==> src/rtl/aes_key_expand.sv <==
// ---------------------------------------------------------------------------
// aes_key_expand
//
// Iterative AES-128 key schedule. On an accepted start the cipher key is
// latched and the 11 round keys are streamed out one per clock, round key 0
// first. The next key is produced combinationally from the current one with
// four S-box instances, so a full expansion takes 11 cycles. The round
// constant comes from a register stepped by xtime, not from a lookup table.
//
// Ports
//   clk         single clock, all state changes on the rising edge
//   rst         synchronous, active-high reset
//   start       expansion request, only looked at while idle
//   cipher_key  AES-128 key, w0 = [127:96] ... w3 = [31:0]
//   busy        high while an expansion is running
//   rk_valid    round_key / rk_idx valid this cycle
//   rk_idx      round-key index 0..10
//   round_key   round key rk_idx, same word order as cipher_key
//   done        single-cycle pulse with rk_idx = 10
//   rk_rd_idx   (AES_KEY_STORE_EN only) read index into the key store
//   rk_rd_data  (AES_KEY_STORE_EN only) stored key, 0 for index 11..15
//
// Optional feature: define AES_KEY_STORE_EN to add an 11 x 128 store that
// keeps every streamed round key for random-access reads.
// ---------------------------------------------------------------------------

// AES S-box computed as GF(2^8) inverse followed by the affine map.
module aes_sbox (
   input  logic [7:0] data,
   output logic [7:0] sub
);

   function automatic logic [7:0] gf_mul(input logic [7:0] a, input logic [7:0] b);
      logic [7:0] p;
      logic [7:0] x;
      p = '0;
      x = a;
      for (int i = 0; i < 8; i++) begin
         if (b[i]) p = p ^ x;
         x = {x[6:0], 1'b0} ^ (x[7] ? 8'h1b : 8'h00);
      end
      return p;
   endfunction

   logic [7:0] a2, a4, a8, a16, a32, a64, a128;
   logic [7:0] inv;

   // inverse = data^254 = data^(2+4+8+16+32+64+128); zero maps to zero
   assign a2   = gf_mul(data, data);
   assign a4   = gf_mul(a2, a2);
   assign a8   = gf_mul(a4, a4);
   assign a16  = gf_mul(a8, a8);
   assign a32  = gf_mul(a16, a16);
   assign a64  = gf_mul(a32, a32);
   assign a128 = gf_mul(a64, a64);
   assign inv  = gf_mul(gf_mul(gf_mul(a2, a4), gf_mul(a8, a16)),
                        gf_mul(gf_mul(a32, a64), a128));

   assign sub = inv ^ {inv[6:0], inv[7]} ^ {inv[5:0], inv[7:6]}
                    ^ {inv[4:0], inv[7:5]} ^ {inv[3:0], inv[7:4]} ^ 8'h63;

endmodule

module aes_key_expand (
   input  logic         clk,
   input  logic         rst,
   input  logic         start,
   input  logic [127:0] cipher_key,
   output logic         busy,
   output logic         rk_valid,
   output logic [3:0]   rk_idx,
   output logic [127:0] round_key,
   output logic         done
`ifdef AES_KEY_STORE_EN
   ,
   input  logic [3:0]   rk_rd_idx,
   output logic [127:0] rk_rd_data
`endif
);

   localparam logic [0:0] IDLE   = 1'b0;
   localparam logic [0:0] EXPAND = 1'b1;

   function automatic logic [7:0] xtime(input logic [7:0] b);
      return {b[6:0], 1'b0} ^ (b[7] ? 8'h1b : 8'h00);
   endfunction

   logic [0:0]   state;
   logic [7:0]   rcon;
   logic [31:0]  w0, w1, w2, w3;
   logic [31:0]  rot, sub, temp;
   logic [31:0]  n0, n1, n2, n3;
   logic [127:0] next_key;

   // ---- next-key datapath (combinational from the current round key) ----
   assign {w0, w1, w2, w3} = round_key;
   assign rot = {w3[23:0], w3[31:24]};

   aes_sbox u_sbox3 (.data(rot[31:24]), .sub(sub[31:24]));
   aes_sbox u_sbox2 (.data(rot[23:16]), .sub(sub[23:16]));
   aes_sbox u_sbox1 (.data(rot[15:8]),  .sub(sub[15:8]));
   aes_sbox u_sbox0 (.data(rot[7:0]),   .sub(sub[7:0]));

   assign temp     = sub ^ {rcon, 24'h000000};
   assign n0       = w0 ^ temp;
   assign n1       = w1 ^ n0;
   assign n2       = w2 ^ n1;
   assign n3       = w3 ^ n2;
   assign next_key = {n0, n1, n2, n3};

   // ---- control and round-key register ----
   // The cipher key is only read on the accepting edge, so later changes on
   // cipher_key cannot disturb a running expansion. In the rk_idx = 10 cycle
   // the FSM returns to IDLE without sampling start, which forces the single
   // idle cycle between back-to-back expansions.
   always_ff @(posedge clk) begin
      if (rst) begin
         state     <= IDLE;
         rk_idx    <= 4'd0;
         round_key <= '0;
         rcon      <= 8'h01;
      end else if (state == IDLE) begin
         if (start) begin
            state     <= EXPAND;
            round_key <= cipher_key;
            rk_idx    <= 4'd0;
            rcon      <= 8'h01;
         end
      end else begin
         if (rk_idx == 4'd10) begin
            state <= IDLE;
         end else begin
            round_key <= next_key;
            rk_idx    <= rk_idx + 4'd1;
            rcon      <= xtime(rcon);
         end
      end
   end

   assign busy     = (state == EXPAND);
   assign rk_valid = busy;
   assign done     = busy && (rk_idx == 4'd10);

`ifdef AES_KEY_STORE_EN
   logic [127:0] store [11];

   always_ff @(posedge clk) begin
      if (rst) begin
         for (int i = 0; i < 11; i++) store[i] <= '0;
      end else if (rk_valid && (rk_idx <= 4'd10)) begin
         store[rk_idx] <= round_key;
      end
   end

   assign rk_rd_data = (rk_rd_idx <= 4'd10) ? store[rk_rd_idx] : '0;
`endif

endmodule

==> config.mk <==
export PLATFORM = sky130hd
export DESIGN_NAME = aes_key_expand
export DESIGN_NICKNAME = d
export VERILOG_FILES = /design/src/rtl/aes_key_expand.sv
export SDC_FILE = /design/constraint.sdc
export NUM_CORES = 2
export LEC_CHECK = 0
export BUFFER_PORTS_ARGS = -buffer_cell sky130_fd_sc_hd__buf_2
export CAP_MARGIN = 20
export CORE_MARGIN = 10
export CORE_UTILIZATION = 60
export CTS_CLUSTER_SIZE = 20
export DETAILED_ROUTE_END_ITERATION = 12
export PLACE_DENSITY = 0.81
export SLEW_MARGIN = 40
export SYNTH_ARGS = -nofsm -noshare
export SYNTH_HDL_FRONTEND = slang
export SYNTH_HIERARCHICAL = 1
export SYNTH_SLANG_ARGS = --single-unit
==> constraint.sdc <==
create_clock -name clk -period 15.5 [get_ports clk]
set_input_delay 0.775 -clock clk [delete_from_list [all_inputs] [get_ports clk]]
set_output_delay 0.775 -clock clk [all_outputs]
set_load 0.01 [all_outputs]
==> flow_results.org <==
** GRT
- Largest net degree at the start of global routing :: 73
- In the global route stage, overall resource usage came out at 33.00%.
- Via count of the first global-routing pass :: 62580
- Antenna violations before repair :: 6
- Global route total overflow :: 0
- First-pass GRT wire length :: 348.0 mm

** Die
- Core area :: 112500 um2
- Row count :: 123
- The floorplan step set the die height to 356.6 um.
- The floorplan step set the die width to 356.6 um.
- The initial utilization of the core area, before any placement, comes to 60.42%.
- Area of the die :: 127100 um2
- During I/O placement, the number of pins put on the boundary was 266.

** Worst setup path
- The worst register-to-register path has a depth of 59.
- For this run, the slowest stage of the critical path takes 0.52 ns.
- Worst setup path category :: flop to flop
- Standard cell with the maximum stage delay on the critical path :: sky130_fd_sc_hd__xnor3_2
- Launching element type of the critical path :: flop
- Reg-to-Reg Start :: round_key[7]
- The worst register-to-register path ends at round_key[47].
- Data required time at the worst endpoint :: 15.91 ns
- Critical Path Fanout Max :: 11
- By instance count, the cell type seen most on the critical path is sky130_fd_sc_hd__xnor2_1.
- Data arrives at the worst endpoint at 15.42 ns.
- The setup check on the worst reg-to-reg path leaves a slack of 0.50 ns.
- STA classifies the critical path endpoint as a flop.

** Finish
- The library cell used most frequently in the layout, excluding fill and tap cells, is sky130_fd_sc_hd__xnor2_1.
- Number of standard cells in the layout, taps in and fillers out :: 10650
- The top cell types in the final layout, fill and taps aside, are sky130_fd_sc_hd__xnor2_1, sky130_fd_sc_hd__nor2_1, sky130_fd_sc_hd__nand2_1.
- From synthesis to final layout, the design area changed by 9.598%.
- Fill cells :: 9594
- Nets :: 9296
- Cells with a size suffix above 1 make up 17.00% of the layout.

** Clock network
- TritonCTS clock tree :: yes
- The cell sitting at the root of the clock tree is a sky130_fd_sc_hd__clkbuf_16.
- Number of clock sinks :: 141
- The clock passes through at most 2 buffers.
- Clock-pin transition on the worst setup and hold timing paths :: 0.07 ns
- The H-tree was split into 4 levels.
- Post-cts hold buffer count :: 0
- At the later pin of the worst-skew pair, clock insertion delay measures 0.49 ns.
- Counting the buffers created by CTS gives 17.

** Placed design
- DP Wirelength :: 168.1 mm
- DP Worst Slack :: -0.4236 ns
- Number of port buffers :: 265
- Including well taps, the total number of placed cells is 10520.
- Routability-driven placement finished with a final weighted congestion of 1.011.

** STA
- Between clock sinks in the finished design, the worst skew comes to 0.02544 ns.
- Once routing completed, OpenROAD measured the worst setup slack at 0.4982 ns.
- The max-slew violation count was 0.
- Measured against its own limit, the worst slew margin works out to 40.21%.
- In the finished design, the share of the clock period the worst path needs comes to 96.79%.
- The count of final hold-check violations is 0.
- Fin crit period :: 15.00 ns
- Setup violations remaining at the end of the flow were counted as 0.
- Slew at the pin closest to its max-slew limit :: 0.8904 ns
- For this run, the top clock speed supported by timing is 66.66 MHz.

** Detailed routing
- Number of nets still failing antenna checks after routing :: 0
- Number of iterations in the first detailed-routing pass :: 9
- After detailed routing, the number of remaining DRC violations is 0.
- Post-DR vias/cell :: 6.378
- Number of DRC violations after detailed-routing iteration 0 :: 8109
- After detailed routing, the average wire length per cell comes to 21.13 um.
- Via total after detailed routing :: 67930
- For this block, the routed nets add up to 225.0 mm of wire.

** Yosys
- Yosys synthesis warning count :: 6
- Ys async rst share :: 0%
- The synthesized design contains 141 register bits.
- Part of the Yosys area used for sequential elements :: 4.153%
- Counting every net in the synthesized netlist gives 9147.
- The synthesized design contains 0 enable-type register cells.
- Synth Instances :: 8986
- Primary flip-flop cell chosen by synthesis mapping :: sky130_fd_sc_hd__dfxtp_1
- The number of different library cells used by synthesis comes to 102.
- Averaged over all synthesized cells, the footprint is 7.564 um2.
- The synthesized netlist occupies a cell area of 67970 um2.

** Job
- Total of max-cap violations :: 0

** Min path
- The worst hold path terminates at round_key[125].
- The worst hold path passes through 2 cells.
- Min-Delay Startpoint :: round_key[125]
- Class of the tightest hold or removal check :: flop to flop

** Outcome
- The flow ran to the end, and the final reports show no timing, DRC or antenna violations.
## registers in the layout, indices dropped and copies added, names as in the netlist
signal,count
rk_idx,4
rcon,8
busy,1
round_key,128
## synthesized netlist by cell type, drive strengths merged, types with 96 or more instances
library cell / instances / share of area, %
xnor2: 1898 / 26
nor2: 1043 / 6.0
nand2: 968 / 5.4
a21oi: 534 / 4.0
o21ai: 445 / 3.3
xor2: 412 / 5.9
xnor3: 360 / 12
buf: 331 / 3.0
clkbuf: 306 / 1.7
nand3: 249 / 1.8
nor3: 210 / 1.6
mux2i: 208 / 3.2
inv: 158 / 0.87
dfxtp: 141 / 4.2
o211ai: 133 / 1.5
nor2b: 112 / 1.0
o22ai: 100 / 0.92
and2: 96 / 0.88
## final cells by class
| class | count | area, um2 | share of cell area, % |
|---|---|---|---|
| repair buffers | 767 | 5194 | 6.972 |
| clock buffers | 18 | 439.2 | 0.5895 |
| inverters | 158 | 596.8 | 0.8012 |
| well taps | 1500 | 1877 | 2.519 |
| clock inverters | 13 | 128.9 | 0.1730 |
| multi-input cells | 8050 | 63420 | 85.13 |
| diodes | 3 | 7.507 | 0.01008 |
| flip-flops and latches | 141 | 2833 | 3.803 |
## worst max path at each step
| stage | slack, ns | cells after the start | startpoint | end |
|---|---|---|---|---|
| after floorplan | 0.004 | 71 | round_key[31] | round_key[7] |
| after global placement | -0.33 | 57 | round_key[26] | round_key[1] |
| after detailed placement | -0.42 | 53 | round_key[8] | round_key[22] |
| after CTS | 0.002 | 57 | round_key[8] | round_key[23] |
| after global routing | -0.23 | 56 | round_key[8] | round_key[17] |
| final | 0.50 | 59 | round_key[7] | round_key[47] |
## cell families (layout without fill, tap and decap cells)
logic type	count (synthesis)	in the layout	share of synthesized area, %
muxes	268	268	4.241
and+or+nand+nor	3081	3081	20.86
adders and majority gates	34	34	0.6111
buffers and inverters	795	956	5.568
DFF	141	141	4.153
AOI/OAI and AO/OA	1957	1957	19.22
xor gates and xnor gates	2710	2710	45.35
other	0	3	0
## per-stage QoR
step | utilization, % | TNS, ns | area [um2] | hold WS [ns]
3_3_place_gp | 63.43 | -0.6056 | 71360 | 0.4633
4_1_cts | 64.43 | 0 | 72480 | 0.4808
5_1_grt | 66.22 | -3.393 | 74490 | 0.5107
6_report | 66.22 | 0 | 74500 | 0.4849
3_5_place_dp | 63.79 | -7.712 | 71760 | 0.4703
2_1_floorplan | - | 0 | 68120 | 0.4913
## worst max-delay path: cells and delay by family (launching register included)
| kind | cells | cell delay, ns |
|---|---|---|
| AOI/OAI and AO/OA | 10 | 1.90 |
| and+or+nand+nor | 8 | 1.53 |
| DFF | 1 | 0.41 |
| xor gates and xnor gates | 26 | 7.46 |
| buffers and inverters | 9 | 1.54 |
| adders and majority gates | 4 | 1.41 |
| muxes | 2 | 0.64 |
## layer usage
metal / vias to the layer above / part of all wire [%] / track usage (%)
met2: 3585 / 46 / 52.95
met1: 32260 / 41 / 43.77
li1: 31480 / - / -
met3: 607 / 9.3 / 5.466
met4: 6 / 4.5 / 13.26
met5: - / 0.018 / 0
## repair_timing
| action | 4_1_cts | 5_1_grt |
|---|---|---|
| hold endpoints to repair | 0 | 0 |
| cloned | 0 | 0 |
| setup buffers | 1 | 95 |
| endpoints found under the setup margin | 62 | 128 |
| gates resized for setup | 26 | 177 |
| pin swaps | 2 | 48 |
Power is not shown: default switching activity piles up to over one toggle a cycle in this logic, so the estimate is an artifact.
